## src/rtl/fetch_seq.sv

```systemverilog
// fetch_seq -- instruction-fetch sequencer for the WISC-15 16-bit core.
//
// Owns the architectural fetch PC and issues word-addressed fetches over a
// req/rdy handshake. Presents fetched words to decode with stall/flush
// handling. Applies downstream-resolved redirects (jump, call, return) and
// keeps a circular return-address stack so that returns need not read the
// register file.
//
// Ports
//   i_clk, i_rst_n        clock, asynchronous active-low reset
//   o_imem_req/addr       fetch request and word address (combinational)
//   i_imem_rdy/rdata      memory accept and returned instruction word
//   o_if_valid/instr/pc   fetch-stage output to decode
//   i_stall               decode back-pressure
//   i_redir_*             redirect valid, kind, target, call link
//   i_ret_fallback        return address used when the RAS is empty
//   i_halt                halt reached execute; sticky until reset
//   o_pc, o_halted        current fetch PC, HALTED-state flag
//   o_ras_count           number of live RAS entries
module fetch_seq #(
   parameter int          RAS_DEPTH = 4,
   parameter logic [15:0] RESET_PC  = 16'h0000
) (
   input  logic        i_clk,
   input  logic        i_rst_n,
   output logic        o_imem_req,
   output logic [15:0] o_imem_addr,
   input  logic        i_imem_rdy,
   input  logic [15:0] i_imem_rdata,
   output logic        o_if_valid,
   output logic [15:0] o_if_instr,
   output logic [15:0] o_if_pc,
   input  logic        i_stall,
   input  logic        i_redir_valid,
   input  logic [1:0]  i_redir_kind,
   input  logic [15:0] i_redir_target,
   input  logic [15:0] i_redir_link,
   input  logic [15:0] i_ret_fallback,
   input  logic        i_halt,
   output logic [15:0] o_pc,
   output logic        o_halted,
   output logic [2:0]  o_ras_count
);

   localparam logic [1:0] ST_IDLE   = 2'd0;
   localparam logic [1:0] ST_FETCH  = 2'd1;
   localparam logic [1:0] ST_HALTED = 2'd2;

   localparam logic [2:0] LP_DEPTH = 3'(RAS_DEPTH);
   localparam logic [2:0] LP_LAST  = 3'(RAS_DEPTH - 1);

   logic [1:0]  r_state;
   logic [15:0] r_pc;
   logic        r_if_valid;
   logic [15:0] r_if_instr;
   logic [15:0] r_if_pc;
   // Storage is sized to the 3-bit pointer range; only 0..RAS_DEPTH-1 are used.
   logic [15:0] r_ras [0:7];
   logic [2:0]  r_ras_wp;     // next slot to write; top of stack is wp-1
   logic [2:0]  r_ras_count;

   logic        w_stall_eff;
   logic        w_is_call;
   logic        w_is_ret;
   logic [2:0]  w_wp_inc;
   logic [2:0]  w_wp_dec;
   logic [15:0] w_target;

   // A stall only holds the stage when it carries a live instruction.
   assign w_stall_eff = i_stall && r_if_valid;

   assign o_imem_req  = (r_state == ST_FETCH) && !w_stall_eff;
   assign o_imem_addr = r_pc;
   assign o_if_valid  = r_if_valid;
   assign o_if_instr  = r_if_instr;
   assign o_if_pc     = r_if_pc;
   assign o_pc        = r_pc;
   assign o_halted    = (r_state == ST_HALTED);
   assign o_ras_count = r_ras_count;

   assign w_is_call = (i_redir_kind == 2'b01);
   assign w_is_ret  = (i_redir_kind == 2'b10);
   assign w_wp_inc  = (r_ras_wp == LP_LAST) ? 3'd0 : r_ras_wp + 3'd1;
   assign w_wp_dec  = (r_ras_wp == 3'd0) ? LP_LAST : r_ras_wp - 3'd1;

   always_comb begin
      w_target = i_redir_target;
      if (w_is_ret) begin
         w_target = (r_ras_count != 3'd0) ? r_ras[w_wp_dec] : i_ret_fallback;
      end
   end

   always_ff @(posedge i_clk or negedge i_rst_n) begin
      if (!i_rst_n) begin
         r_state     <= ST_IDLE;
         r_pc        <= RESET_PC;
         r_if_valid  <= 1'b0;
         r_if_instr  <= '0;
         r_if_pc     <= '0;
         r_ras_wp    <= '0;
         r_ras_count <= '0;
         for (int i = 0; i < 8; i++) r_ras[i] <= '0;
      end else if (r_state == ST_HALTED) begin
         // Terminal until reset: nothing changes.
         r_if_valid <= 1'b0;
      end else if (i_halt) begin
         r_state    <= ST_HALTED;
         r_if_valid <= 1'b0;
      end else if (i_redir_valid) begin
         // Flush; any data returned this cycle belongs to the abandoned fetch.
         r_state    <= ST_FETCH;
         r_if_valid <= 1'b0;
         r_pc       <= w_target;
         if (w_is_call) begin
            // When full, wp points at the oldest entry, which is overwritten.
            r_ras[r_ras_wp] <= i_redir_link;
            r_ras_wp        <= w_wp_inc;
            if (r_ras_count != LP_DEPTH) r_ras_count <= r_ras_count + 3'd1;
         end else if (w_is_ret && (r_ras_count != 3'd0)) begin
            r_ras_wp    <= w_wp_dec;
            r_ras_count <= r_ras_count - 3'd1;
         end
      end else if (r_state == ST_IDLE) begin
         r_state <= ST_FETCH;
      end else if (!w_stall_eff) begin
         if (i_imem_rdy) begin
            r_if_instr <= i_imem_rdata;
            r_if_pc    <= r_pc;
            r_if_valid <= 1'b1;
            r_pc       <= r_pc + 16'd1;
         end else begin
            r_if_valid <= 1'b0;
         end
      end
   end

endmodule

```

## config.mk

```make
export PLATFORM = sky130hd
export DESIGN_NAME = fetch_seq
export DESIGN_NICKNAME = d
export VERILOG_FILES = /design/src/rtl/fetch_seq.sv
export SDC_FILE = /design/constraint.sdc
export NUM_CORES = 1
export LEC_CHECK = 0
export ABC_AREA = 1
export BUFFER_PORTS_ARGS = -buffer_cell sky130_fd_sc_hd__buf_2
export CAP_MARGIN = 20
export CORE_MARGIN = 2
export CORE_UTILIZATION = 52
export DETAILED_ROUTE_END_ITERATION = 10
export PLACE_DENSITY_LB_ADDON = 0.15
export SYNTH_ARGS = -nofsm -noshare
export SYNTH_HDL_FRONTEND = slang
export SYNTH_SLANG_ARGS = --single-unit
```

## constraint.sdc

```tcl
create_clock -name i_clk -period 2.3 [get_ports i_clk]
set_input_delay 0.345 -clock i_clk [delete_from_list [all_inputs] [get_ports i_clk]]
set_output_delay 0.345 -clock i_clk [all_outputs]
set_load 0.05 [all_outputs]
```

==> summary.txt <==
Setup path
  – FF-to-FF path depth: 11
  – CP endpoint kind: register
  – Crit path arrival time: about 2400 ps
  – Setup CP Type: reg -> reg
  – Data required, critical path: between 2000 and 3000 ps
  – FF-to-FF End: o_imem_addr[5]
  – Setup crit start kind: register
  – End of the critical path: o_imem_addr[5]
  – Highest net fanout along the worst path: 16
  – R2R setup slack: ~230 ps
  – CP startpoint: r_ras_wp[0]
  – Worst reg2reg path startpoint: r_ras_wp[0]

Routing
  – Post-DR vias/cell: between 5 and 6
  – Max Used Layer: met4
  – Detail Route met3 WL: 1450 microns
  – Total number of vias: approximately 8.3k
  – DR WL/cell: around 16 microns
  – DR pass1 iterations: 8
  – DRC viols: 23
  – Routed Antenna Nets: 0
  – Drt first-iter violations: approximately 670
  – Metal2 WL: 11900 microns
  – DRT Wirelength: between 20000 and 30000 microns
  – Post-Route M1 WL: about 12000 microns

Clock tree
  – H-tree depth: 4
  – CTS tree: done
  – Clock Sinks: ~190
  – Clock slew at reported path FFs: 70 ps
  – Clock buffers created by TritonCTS: 17
  – Root buf cell: clkbuf_16
  – Clock Latency Late Sink: between 400 and 500 ps
  – Worst-case clock buffer depth: 2

Synth
  – Largest family of logic cells by synthesized area: simple AND/OR/NAND/NOR gates
  – Yosys warning count: 0
  – Seq cells post-synth: between 150 and 200
  – Syn_nets: 1277
  – Distinct cell type count after synthesis: 36
  – Mux cell area share after synthesis: 2.69%
  – Area share of fa/ha/maj cells after synthesis: less than 1%
  – Post-Synth Simple-Gate Area: about a quarter
  – Xor/xnor share of the synthesized area: less than 1%
  – Synthesized area: 0.00963 sq mm
  – Register area share after synthesis: 48.1%
  – Gate Count Post-Synth: around 1.2k
  – Synth Area in Compound Gates: 10.9%
  – Mapped Avg Cell Area: between 8 and 9 sq um

Power and ir drop
  – Total leakage power: around 5.5 nW
  – Power per cell area: around 890 mW/mm^2
  – Peak supply drop: 563 uV
  – Total power: between 9 and 10 mW

Worst hold path
  – Hold Crit Class: in -> reg

Timing
  – Max-slew headroom: 65.7%
  – Final setup fails: 0
  – Final Cycle Share: between 90% and 100%
  – Slew @ Worst Pin: between 500 and 600 ps
  – Hold Vio Cnt, Final: 0
  – Skew final: around 12 ps
  – RSZ-0062 raised after global routing: false
  – Max Fclk: between 0.4 and 0.5 GHz
  – Slew Limit Fails: 0
  – Final hold slack: 118 ps
  – Final worst slack: ~230 ps
  – Final TNS setup: 0 ps
  – Shortest period the worst path allows: just over 2000 ps

GRT
  – Overflow after GRT: 0
  – Largest net degree at the start of global routing: 55
  – Total track usage: 27.1%
  – First-pass GRT wire length: about 42000 microns
  – Vias in the first global route: a little under 8k
  – Initial antenna violation count: 0

Cells and area
  – Finished layout cell area: ~0.011 sq mm
  – Commonest non-fill, non-tap cell in the layout: nand2_1
  – # diodes: 0
  – Layout area overhead: 14.6%
  – Layout cells sized above 1: between 15 and 20%
  – Commonest non-fill, non-tap cells in the layout: 310 x nand2_1, 185 x dfrtp_1, 140 x buf_2, 137 x inv_1, 129 x o21ai_1
  – Final nets: approximately 1.4k

Job
  – Max-cap violation count: 0

Placed design
  – PortBufs: approximately 140
  – RePlAce Congestion: between 0.9 and 1
  – DP HPWL: around 17000 microns
  – Pre-CTS setup slack: between 150 and 200 ps
  – Post-DP Area: 0.0105 sq mm

Die
  – # IOs: approximately 140
  – Initial Util: between 50% and 60%
  – Height of the die: 140 microns
  – Die Width: 140 microns
  – # rows: 49
  – Die area: ~0.020 sq mm
  – Area of the core: about 0.018 sq mm

Status
  – Failing checks: design-rule violations
  – Outcome: finished, violations left
-- power by group --
group          switching (mW)  leakage, nW  total [mW]  internal [mW]
combinational            2.43         2.73        3.25          0.818
sequential              0.284         2.51        3.76           3.47
clock                    1.29        0.264        2.82           1.53
total                    4.01         5.50        9.83           5.82
-- stage by stage --
stage | instances | utilization, %
2_1_floorplan | 1200 | -
3_3_place_gp | 1527 | 57.8
3_5_place_dp | 1527 | 57.8
4_1_cts | 1560 | 61.0
5_1_grt | 1561 | 61.1
6_report | 1561 | 61.1
-- what timing repair did --
action                                  CTS  global route
endpoints found under the hold margin    38             0
resized for setup                         0             3
endpoints found under the setup margin    0             3
hold buffers                              1             0
buffers inserted                          0             1
-- metal layers --
layer  global-route usage (%)  vias up
met5                        0        -
met4                     7.97        0
met3                     4.79       32
met2                     43.5      271
met1                     38.2     3884
li1                         -     4080
-- synthesized netlist by cell type (all sizes together) --
master / count / area share (%)
nand3b: 11 / 0.86
dfrtp: 185 / 48
nand3: 115 / 6.0
ha: 4 / 0.52
a31oi: 4 / 0.26
xor2: 3 / 0.27
inv: 144 / 5.7
o32ai: 1 / 0.091
a21oi: 33 / 1.7
nand4: 13 / 2.1
nor3: 9 / 0.47
a211oi: 2 / 0.16
nor2: 94 / 4.1
fa: 1 / 0.21
nand2: 316 / 13
o21ai: 143 / 7.4
xnor2: 2 / 0.18
o211ai: 16 / 1.2
clkbuf: 13 / 0.51
or2: 3 / 0.19
buf: 65 / 4.6
mux2: 23 / 2.7
-- critical path: stages (launching register included) --
cell and delay [ps]:
dfrtp_1 370, inv_1 100, ha_1 260, nand2_8 130
nand2_2 230, buf_4 250, nand3_1 90, nand3_1 80
nand3_1 170, nand2_1 120, nand2_1 50, a21oi_1 140
-- cells by family after synthesis --
| logic type | count (synthesis) |
|---|---|
| DFF | 185 |
| xor gates and xnor gates | 5 |
| and+or+nand+nor | 561 |
| muxes | 23 |
| adders and majority gates | 5 |
| AOI/OAI and AO/OA | 199 |
| buffers and inverters | 222 |
-- worst min-delay path by stage --
stage                          endpoint  cells after the start  slack [ps]            start
after global placement    o_if_instr[1]                      1         310          i_rst_n
after global routing         r_state[0]                      2         110           i_halt
after CTS                 o_if_instr[2]                      2         110  i_imem_rdata[2]
final                        r_state[0]                      2         120           i_halt
after detailed placement  o_if_instr[1]                      1         300          i_rst_n
after floorplan           o_if_instr[0]                      0          50          i_rst_n
-- cell type report --
class	instances	area, sq um
Multi-Input combinational cell	793	3970
Sequential cell	185	4630
Fill cell	1696	7040
Clock inverter	12	118
Clock buffer	20	447
Tap cell	229	287
Timing Repair Buffer	178	1040
Inverter	144	549
-- state kept, by name (all words and copies together) (netlist names) --
register     flops
r_ras          128
o_imem_addr     16
o_if_instr      16
o_ras_count      3
r_ras_wp         3
o_if_pc         16
r_state          2
o_if_valid       1
Note: power is estimated with default switching activity, not from simulation.
